File: config.mk
export PLATFORM = sky130hd
export DESIGN_NAME = clock_gate_ctrl
export DESIGN_NICKNAME = d
export VERILOG_FILES = /design/src/rtl/clk_gate_pkg.sv /design/src/rtl/clock_gate_timer.sv /design/src/rtl/clock_gate_ctrl.sv
export SDC_FILE = /design/constraint.sdc
export NUM_CORES = 1
export LEC_CHECK = 0
export BUFFER_PORTS_ARGS = -buffer_cell sky130_fd_sc_hd__buf_4
export CAP_MARGIN = 20
export CORE_UTILIZATION = 49
export CTS_CLUSTER_SIZE = 10
export DETAILED_ROUTE_END_ITERATION = 10
export GPL_TIMING_DRIVEN = 0
export HOLD_SLACK_MARGIN = 0.03
export PLACE_DENSITY_LB_ADDON = 0.12
export SETUP_SLACK_MARGIN = 0.4
export SLEW_MARGIN = 20
export SYNTH_ARGS = -nofsm -noshare
export SYNTH_HDL_FRONTEND = slang
export SYNTH_SLANG_ARGS = --single-unit
File: constraint.sdc
create_clock -name clk -period 2.5 [get_ports clk]
set_input_delay 0.5 -clock clk [delete_from_list [all_inputs] [get_ports clk]]
set_output_delay 0.5 -clock clk [all_outputs]
set_load 0.01 [all_outputs]
File: src/rtl/clk_gate_pkg.sv
// Shared types and helpers for the clock-gate controller.
// Holds the controller state encoding and the internal timer width helper.
// No logic, no latency, no flow control.
package clk_gate_pkg;

  // Controller states; encoding is fixed so it can be matched in waveforms.
  typedef enum logic [1:0] {
    RUN       = 2'b00,
    COUNTDOWN = 2'b01,
    SLEEP     = 2'b10,
    WAKE      = 2'b11
  } gate_state_t;

  // Width needed to hold the larger of the two timer reload values.
  function automatic int tmr_width(input int idle_cycles, input int wake_cycles);
    int max_v;
    max_v = (idle_cycles > wake_cycles) ? idle_cycles : wake_cycles;
    return $clog2(max_v + 1);
  endfunction

endpackage

File: src/rtl/clock_gate_timer.sv
// Loadable down-counter with a zero flag, shared by the idle and wake phases.
// Latency: load/decrement visible one clock later; zero flag is combinational from the count.
// Backpressure: none; load wins over decrement, decrement stops at zero.
// Ports:
//   i_clk, i_rst      free-running clock, synchronous active-high reset (count -> 0)
//   i_load/i_load_val load a new count
//   i_dec             decrement by one (ignored at zero)
//   o_zero            count == 0
module clock_gate_timer #(
  parameter int WIDTH = 4
) (
  input  logic             i_clk,
  input  logic             i_rst,
  input  logic             i_load,
  input  logic [WIDTH-1:0] i_load_val,
  input  logic             i_dec,
  output logic             o_zero
);

  logic [WIDTH-1:0] r_cnt;

  always_ff @(posedge i_clk) begin
    if (i_rst) begin
      r_cnt <= '0;
    end else if (i_load) begin
      r_cnt <= i_load_val;
    end else if (i_dec && (r_cnt != '0)) begin
      r_cnt <= r_cnt - WIDTH'(1);
    end
  end

  assign o_zero = (r_cnt == '0);

endmodule

File: src/rtl/clock_gate_ctrl.sv
// Drives the enable of a clock-gating cell: gates after a programmable idle period, ungates on wake.
// Latency: all outputs registered; gating after IDLE_CYCLES+1 idle edges, wake_ack WAKE_CYCLES edges after ungating.
// Backpressure: none; wake_req is a level request acknowledged by a one-cycle wake_ack pulse.
// Ports:
//   clk, rst        free-running clock, synchronous active-high reset
//   busy            activity from the gated domain
//   sleep_allow     software permission to gate
//   wake_req        level wake request (clk-synchronous)
//   force_on        override that keeps/returns the clock on
//   gate_en         registered enable to the gating cell (1 = running)
//   wake_ack        one-cycle pulse once the gated clock is guaranteed running
//   sleeping        high while gated
//   sleep_count     saturating count of gating events
module clock_gate_ctrl
  import clk_gate_pkg::*;
#(
  parameter int IDLE_CYCLES = 16,
  parameter int WAKE_CYCLES = 2,
  parameter int CNT_WIDTH   = 16
) (
  input  logic                 clk,
  input  logic                 rst,
  input  logic                 busy,
  input  logic                 sleep_allow,
  input  logic                 wake_req,
  input  logic                 force_on,
  output logic                 gate_en,
  output logic                 wake_ack,
  output logic                 sleeping,
  output logic [CNT_WIDTH-1:0] sleep_count
);

  localparam int TMR_WIDTH = tmr_width(IDLE_CYCLES, WAKE_CYCLES);

  gate_state_t          r_state;
  gate_state_t          w_next;
  logic                 r_gate_en;
  logic                 r_wake_ack;
  logic                 r_sleeping;
  logic [CNT_WIDTH-1:0] r_sleep_count;

  logic                 w_idle_ok;
  logic                 w_tmr_load;
  logic [TMR_WIDTH-1:0] w_tmr_load_val;
  logic                 w_tmr_dec;
  logic                 w_tmr_zero;
  logic                 w_ack_nxt;
  logic                 w_sleep_inc;

  // A wake request or override in flight disqualifies the cycle as idle,
  // which is what lets them abort a countdown even on its final cycle.
  assign w_idle_ok = !busy && sleep_allow && !wake_req && !force_on;

  clock_gate_timer #(
    .WIDTH (TMR_WIDTH)
  ) u_timer (
    .i_clk      (clk),
    .i_rst      (rst),
    .i_load     (w_tmr_load),
    .i_load_val (w_tmr_load_val),
    .i_dec      (w_tmr_dec),
    .o_zero     (w_tmr_zero)
  );

  always_comb begin
    w_next         = r_state;
    w_tmr_load     = 1'b0;
    w_tmr_load_val = '0;
    w_tmr_dec      = 1'b0;
    w_ack_nxt      = 1'b0;
    w_sleep_inc    = 1'b0;
    unique case (r_state)
      RUN: begin
        if (w_idle_ok) begin
          w_next         = COUNTDOWN;
          w_tmr_load     = 1'b1;
          w_tmr_load_val = TMR_WIDTH'(IDLE_CYCLES - 1);
        end
      end
      COUNTDOWN: begin
        if (!w_idle_ok) begin
          w_next = RUN;
        end else if (w_tmr_zero) begin
          w_next      = SLEEP;
          w_sleep_inc = 1'b1;
        end else begin
          w_tmr_dec = 1'b1;
        end
      end
      SLEEP: begin
        // busy is meaningless here: the gated domain is frozen.
        if (wake_req || force_on) begin
          w_next         = WAKE;
          w_tmr_load     = 1'b1;
          w_tmr_load_val = TMR_WIDTH'(WAKE_CYCLES - 1);
        end
      end
      WAKE: begin
        // Fixed-length guard covering the gating cell's enable synchronizer.
        if (w_tmr_zero) begin
          w_next    = RUN;
          w_ack_nxt = 1'b1;
        end else begin
          w_tmr_dec = 1'b1;
        end
      end
      default: w_next = RUN;
    endcase
  end

  always_ff @(posedge clk) begin
    if (rst) begin
      r_state       <= RUN;
      r_gate_en     <= 1'b1;
      r_wake_ack    <= 1'b0;
      r_sleeping    <= 1'b0;
      r_sleep_count <= '0;
    end else begin
      r_state    <= w_next;
      r_gate_en  <= (w_next != SLEEP);
      r_sleeping <= (w_next == SLEEP);
      r_wake_ack <= w_ack_nxt;
      if (w_sleep_inc && (r_sleep_count != '1)) begin
        r_sleep_count <= r_sleep_count + CNT_WIDTH'(1);
      end
    end
  end

  assign gate_en     = r_gate_en;
  assign wake_ack    = r_wake_ack;
  assign sleeping    = r_sleeping;
  assign sleep_count = r_sleep_count;

endmodule
======== After elaboration in Yosys (flattened, before gate mapping) ========
Cells that the tools add are included.
storage, ports and cells
  register bits ........................... 26
  input bits .............................. 6
  output and inout bits ................... 19
  word-level logic and storage cells ...... 49
cells by class
  add/subtract/negate cells ............... 2
  equal/unequal tests ..................... 6
  multiplexer cells ....................... 20
  bitwise operators ....................... 1
  reduce and logical (&&, ||, !) cells .... 14
operators with widths
  kind                                              count
  adder 16 x 1 -> 16 bit, second input constant     1
  inequality test 16 bit, second input constant     1
  2-to-1 mux 2 bit                                  5
  2-to-1 mux 5 bit                                  2
  2-to-1 mux 1 bit                                  8
  one-hot mux 2 bit (4 select lines)                1
  one-hot mux 4 bit (2 select lines)                1
  == test 2 bit, second input constant              3
  logical AND 1 bit                                 5
  logical NOT 5 bit                                 1
  nonzero test 5 bit                                1
  subtractor 5 x 1 -> 5 bit, second input constant  1
  2-to-1 mux 4 bit                                  1
  one-hot mux 1 bit (2 select lines)                2
  logical NOT 1 bit                                 3
  == test 2 x 1 -> 1 bit, second input constant     1
  logical NOT 2 bit                                 1
  inequality test 2 bit, second input constant      1
  nonzero test 2 bit                                1
  OR reduction 2 bit                                1
  logical OR 1 bit                                  1
  NOT 1 bit                                         1

======== Logic depth before layout (Yosys ltp) ========
  word-level depth ........................ 9
  gate-level depth with buffers ........... 10
  gate-level depth less buffers ........... 6

======== Modules after synthesis ========
A second synthesis with hierarchy kept.
second synthesis, totals
  cells, all modules ...................... 162
  area total of the unflattened synthesis .. 1401.3 µm²
by module, submodules not included
  module            times used  cells an instance  area each (µm²)  sequential area each (µm²)
  clock_gate_ctrl   1           125                1074.8           420.4
  clock_gate_timer  1           37                 326.6            100.1

======== Worst setup path after synthesis ========
OpenSTA, ideal clock, no wires.
  kind .................................... input -> register
  start point ............................. input busy
  end point ............................... register r_sleep_count[14], in the netlist sleep_count[14]
  library setup time ...................... 0.121 ns
  data arrival time ....................... 2.368 ns
  required time ........................... 2.379 ns
  slack ................................... 0.011 ns
  stages on the path ...................... 6
  buffers on the path ..................... 2
  cell sequence ........................... or4b_1 -> or4_4 -> buf_6 -> buf_6 -> nor4_1 -> mux2_2
on the way
  cells in the longest elaborated chain, start to end .. 7
ends and longest elaborated chain
  what                            RTL line                text
  from (decl)                     clock_gate_ctrl.sv:23   input logic busy,
  logical NOT 1 bit               clock_gate_ctrl.sv:52   assign w_idle_ok = !busy && sleep_allow && !wake_req && !force_on;
  logical AND 1 bit (3 in a row)  clock_gate_ctrl.sv:52
  2-to-1 mux 1 bit                clock_gate_ctrl.sv:81   if (!w_idle_ok) begin
  2-to-1 mux 1 bit                clock_gate_ctrl.sv:72   unique case (r_state)
  logical AND 1 bit               clock_gate_ctrl.sv:123  if (w_sleep_inc && (r_sleep_count != '1)) begin
  to (signal assigned)            clock_gate_ctrl.sv:124  r_sleep_count <= r_sleep_count + CNT_WIDTH'(1);
  to (decl)                       clock_gate_ctrl.sv:40   logic [CNT_WIDTH-1:0] r_sleep_count;
Every way passes these cells.
A chain may end at the register's enable or synchronous reset.

======== Worst setup path in the final report ========
  start point ............................. register u_timer.r_cnt[1]
  end point ............................... register r_sleep_count[6], in the netlist sleep_count[6]
on the way
  cells in the longest elaborated chain, start to end .. 5
ends and longest elaborated chain
  what                    RTL line                text
  from (decl)             clock_gate_timer.sv:20  logic [WIDTH-1:0] r_cnt;
  from (signal assigned)  clock_gate_timer.sv:26  r_cnt <= i_load_val;
  from (signal assigned)  clock_gate_timer.sv:28  r_cnt <= r_cnt - WIDTH'(1);
  logical NOT 5 bit       clock_gate_timer.sv:32  assign o_zero = (r_cnt == '0);
  2-to-1 mux 1 bit        clock_gate_ctrl.sv:83   end else if (w_tmr_zero) begin
  2-to-1 mux 1 bit        clock_gate_ctrl.sv:81
  2-to-1 mux 1 bit        clock_gate_ctrl.sv:72
  logical AND 1 bit       clock_gate_ctrl.sv:123
Every way passes these cells.

==> flow_metrics.env <==
export IMPL_setup_ws_ns=0.0938
export IMPL_drv_max_cap_violation_count=0
export IMPL_via_count=1319
export IMPL_clk_root_buffer_cell="clkbuf_4"
export IMPL_netSwitchingFraction_pct=20.6
export IMPL_layout_nets=194
export IMPL_run_status="completed"
export IMPL_final_min_period_over_clock_period_pct=96.2
export IMPL_peak_supply_drop_mv=0.447
export IMPL_synth_top_area_share_pct=38.8
export IMPL_critical_path_top_delay_family="simple AND/OR/NAND/NOR gates"
export IMPL_warnings_from_yosys=0
export IMPL_crit_path_cell_trace="inv_2, ha_4, or3b_1, buf_6, or4_4, buf_6, buf_4, or4_4, a21oi_2"
export IMPL_post_cts_hold_buffer_count=0
export IMPL_detail_route_first_pass_iterations=4
export IMPL_post_drt_wl_per_cell_um=15.2
export IMPL_rows=18
export IMPL_drt_wl_total_um=3270
export IMPL_internal_power_w=0.000603
export IMPL_antenna_violations_before_repair=0
export IMPL_detail_route_antenna_nets=0
export IMPL_pin_count_of_the_biggest_net_entering_global_routing=16
export IMPL_drt_drc_violations_left=0
export IMPL_cts_buffer_depth=2
export IMPL_hold_crit_path_type="reg -> reg"
export IMPL_worst_ep_arrival_time_ns=2.68
export IMPL_vias_per_std_cell=6.13
export IMPL_synth_edff_count=0
export IMPL_switching_power_w=0.000157
export IMPL_setup_viol=0
export IMPL_fillers=195
export IMPL_power_density_cell_area_nw_per_um2=420
export IMPL_ys_seq_elements=26
export IMPL_postSynth_asyncResetShare_pct=0
export IMPL_first_pass_grt_wire_length_um=5080
export IMPL_clock_latency_ns=0.33
export IMPL_dp_slack_ns=-0.139
export IMPL_power_frac_comb_pct=6.6
export IMPL_gr_total_overflow=0
export IMPL_cts_buffers=3
export IMPL_power_clock_fraction_pct=38.2
export IMPL_grt_setup_unrepaired="true"
export IMPL_syn_inst=152
export IMPL_track_usage_pct=23.8
export IMPL_insertedDiodeCount=0
export IMPL_synth_area_leaders="dfxtp_1, a21oi_1, o31ai_1"
export IMPL_syn_mean_instance_area_sq_um=8.82
export IMPL_worst_pin_slew_ns=0.534
export IMPL_crit_end_category="flop"
export IMPL_leakage_nw=0.643
export IMPL_worst_setup_path_type="reg -> reg"
export IMPL_crit_path_max_fanout=7
export IMPL_design_core_area_sq_um=2520
export IMPL_design_portCount=25
export IMPL_synth_lib_cells_used_distinct=42
export IMPL_worst_slew_margin_rel_pct=64.4
export IMPL_syn_cell_area_sq_um=1340
export IMPL_post_synthesis_to_final_layout_area_growth_pct=35.1
export IMPL_initialDrtViolationCount=19
export IMPL_critical_path_startpoint_type="flop"
export IMPL_clk_pin_slew_worst_paths_ns=0.14
export IMPL_worst_clock_skew_ns=0.00932
export IMPL_drive_gt1_share_pct=36.2
export IMPL_mappedNetlistNets=160
export IMPL_cts_tree="yes"
export IMPL_hold_violations=0
export IMPL_io_buffers=23
export IMPL_hpwlAfterDp_um=2230
export IMPL_cp_required_ns=2.78
export IMPL_crit_slowest_cell="or4_4"
export IMPL_totalNegativeSetupSlack_ns=0
export IMPL_power_share_sequential_pct=55.2
export IMPL_numClockSinks=26
export IMPL_drv_slew=0
export IMPL_floorplan_die_height_um=54.3
export IMPL_synth_area_leader_cell="dfxtp_1"
export IMPL_design_die_area_sq_um=2950
export IMPL_synth_seq_area_share_pct=38.8
export IMPL_start_util_pct=53.2
export IMPL_synth_ff_type="dfxtp_1"
export IMPL_cts_htree_levels=1
export IMPL_place_congestion=0.869
export IMPL_crit_path_buffers_inverters=4
export IMPL_floorplan_die_width_um=54.3
export IMPL_grt_pass1_vias=1199
export IMPL_fmaxAchievable_mhz=416
export IMPL_finalCriticalPeriod_ns=2.41
export IMPL_longest_individual_stage_delay_on_the_worst_path_ns=0.52
## cell families (layout without fill, tap and decap cells)
group	count (synthesis)	count (layout)	share of synthesized area (%)
XOR/XNOR	1	1	0.653
buffers and inverters	15	48	5.41
AND/OR/NAND/NOR	67	67	31.0
AO/OA/AOI/OAI	35	35	17.4
adder cells (fa/ha/maj)	2	2	1.87
multiplexers	6	6	4.94
flip-flops	26	26	38.8
## stage by stage
stage / hold slack, ns / std cells / util, % / instance area [sq um] / total power (W)
floorplan: 0.471 / 152 / - / 1390 / 0.000456
global placement: 0.488 / 205 / 63.2 / 1600 / 0.000468
detailed placement: 0.509 / 205 / 63.2 / 1600 / 0.000470
CTS: 0.532 / 215 / 70.3 / 1770 / 0.000769
global route: 0.541 / 215 / 71.8 / 1810 / 0.000788
finish: 0.532 / 215 / 71.8 / 1810 / 0.000760
## cell usage after synthesis (all sizes together), types with 2 or more instances
cell,number
and3,2
buf,4
nand3,3
nor2,7
nor3,3
or3,2
or4,9
nand4,5
ha,2
and2,4
o31ai,8
and4,3
o21ai,5
nand2,10
nor2b,5
nor4b,3
nor4,6
dfxtp,26
mux2,5
clkbuf,5
o221ai,2
inv,6
a21oi,13
## flip-flops by register name, indices dropped and copies added (netlist names)
| signal | count |
|---|---|
| gate_en | 1 |
| r_state | 2 |
| sleep_count | 16 |
| sleeping | 1 |
| u_timer.r_cnt | 5 |
| wake_ack | 1 |
## metal layers
layer	wire, um	track usage (%)	part of all wire [%]
met2	1680	43.3	51
met3	108	3.89	3.3
met5	0	0	0
met4	94	12.0	2.9
met1	1390	26.2	42
## placed cells by master (no fill, tap or decap), types with 5 or more instances in the layout
master,netlist,routed
or4_1,8,6
o31ai_1,8,6
buf_4,0,28
nand2_1,10,10
a21oi_1,13,10
nor2_1,7,7
nor2b_1,5,5
nand4_1,5,5
dfxtp_1,26,24
## path summary, 6_finish.rpt
| check | from | to | slack, ns | cells after the start |
|---|---|---|---|---|
| worst max-delay path | u_timer.r_cnt[1]$_SDFFE_PP0P_ | sleep_count[6]$_SDFFE_PP0P_ | 0.09 | 9 |
| worst min-delay path | u_timer.r_cnt[3]$_SDFFE_PP0P_ | u_timer.r_cnt[3]$_SDFFE_PP0P_ | 0.53 | 2 |
| worst max register to register | u_timer.r_cnt[1]$_SDFFE_PP0P_ | sleep_count[6]$_SDFFE_PP0P_ | 0.09 | 9 |
| worst min register to register | u_timer.r_cnt[3]$_SDFFE_PP0P_ | u_timer.r_cnt[3]$_SDFFE_PP0P_ | 0.53 | 2 |
## timing repair
| item | in CTS | in global routing |
|---|---|---|
| pin swaps | 13 | 1 |
| buffers inserted | 6 | 0 |
| setup endpoints to repair | 19 | 18 |
| gates resized for setup | 16 | 9 |
| gates cloned | 0 | 0 |
## power groups by stage
stage | Combinational, W | Sequential, W | Clock, W
CTS | 0.0000492 | 0.000420 | 0.000299
detailed placement | 0.0000410 | 0.000429 | 0
floorplan | 0.0000281 | 0.000428 | 0
global placement | 0.0000392 | 0.000428 | 0
finish | 0.0000500 | 0.000420 | 0.000290
global route | 0.0000549 | 0.000421 | 0.000312
## area by class of cell
| class | instances | area, sq um | area share (%) |
|---|---|---|---|
| multi-input cells | 111 | 875 | 48.3 |
| flip-flops and latches | 26 | 523 | 28.9 |
| repair buffers | 29 | 230 | 12.7 |
| plain buffers | 9 | 71.3 | 3.94 |
| well taps | 30 | 37.5 | 2.07 |
| clock inverters | 1 | 30.0 | 1.66 |
| clock buffers | 3 | 22.5 | 1.24 |
| inverters | 6 | 22.5 | 1.24 |
## worst reg2reg max path, stage by stage (launching register included)
cell     delay (ns)
dfxtp_2        0.35
inv_2          0.07
ha_4           0.13
or3b_1         0.35
buf_6          0.13
or4_4          0.41
buf_6          0.14
buf_4          0.15
or4_4          0.52
a21oi_2        0.12
Note: power is estimated with default switching activity, not from simulation.
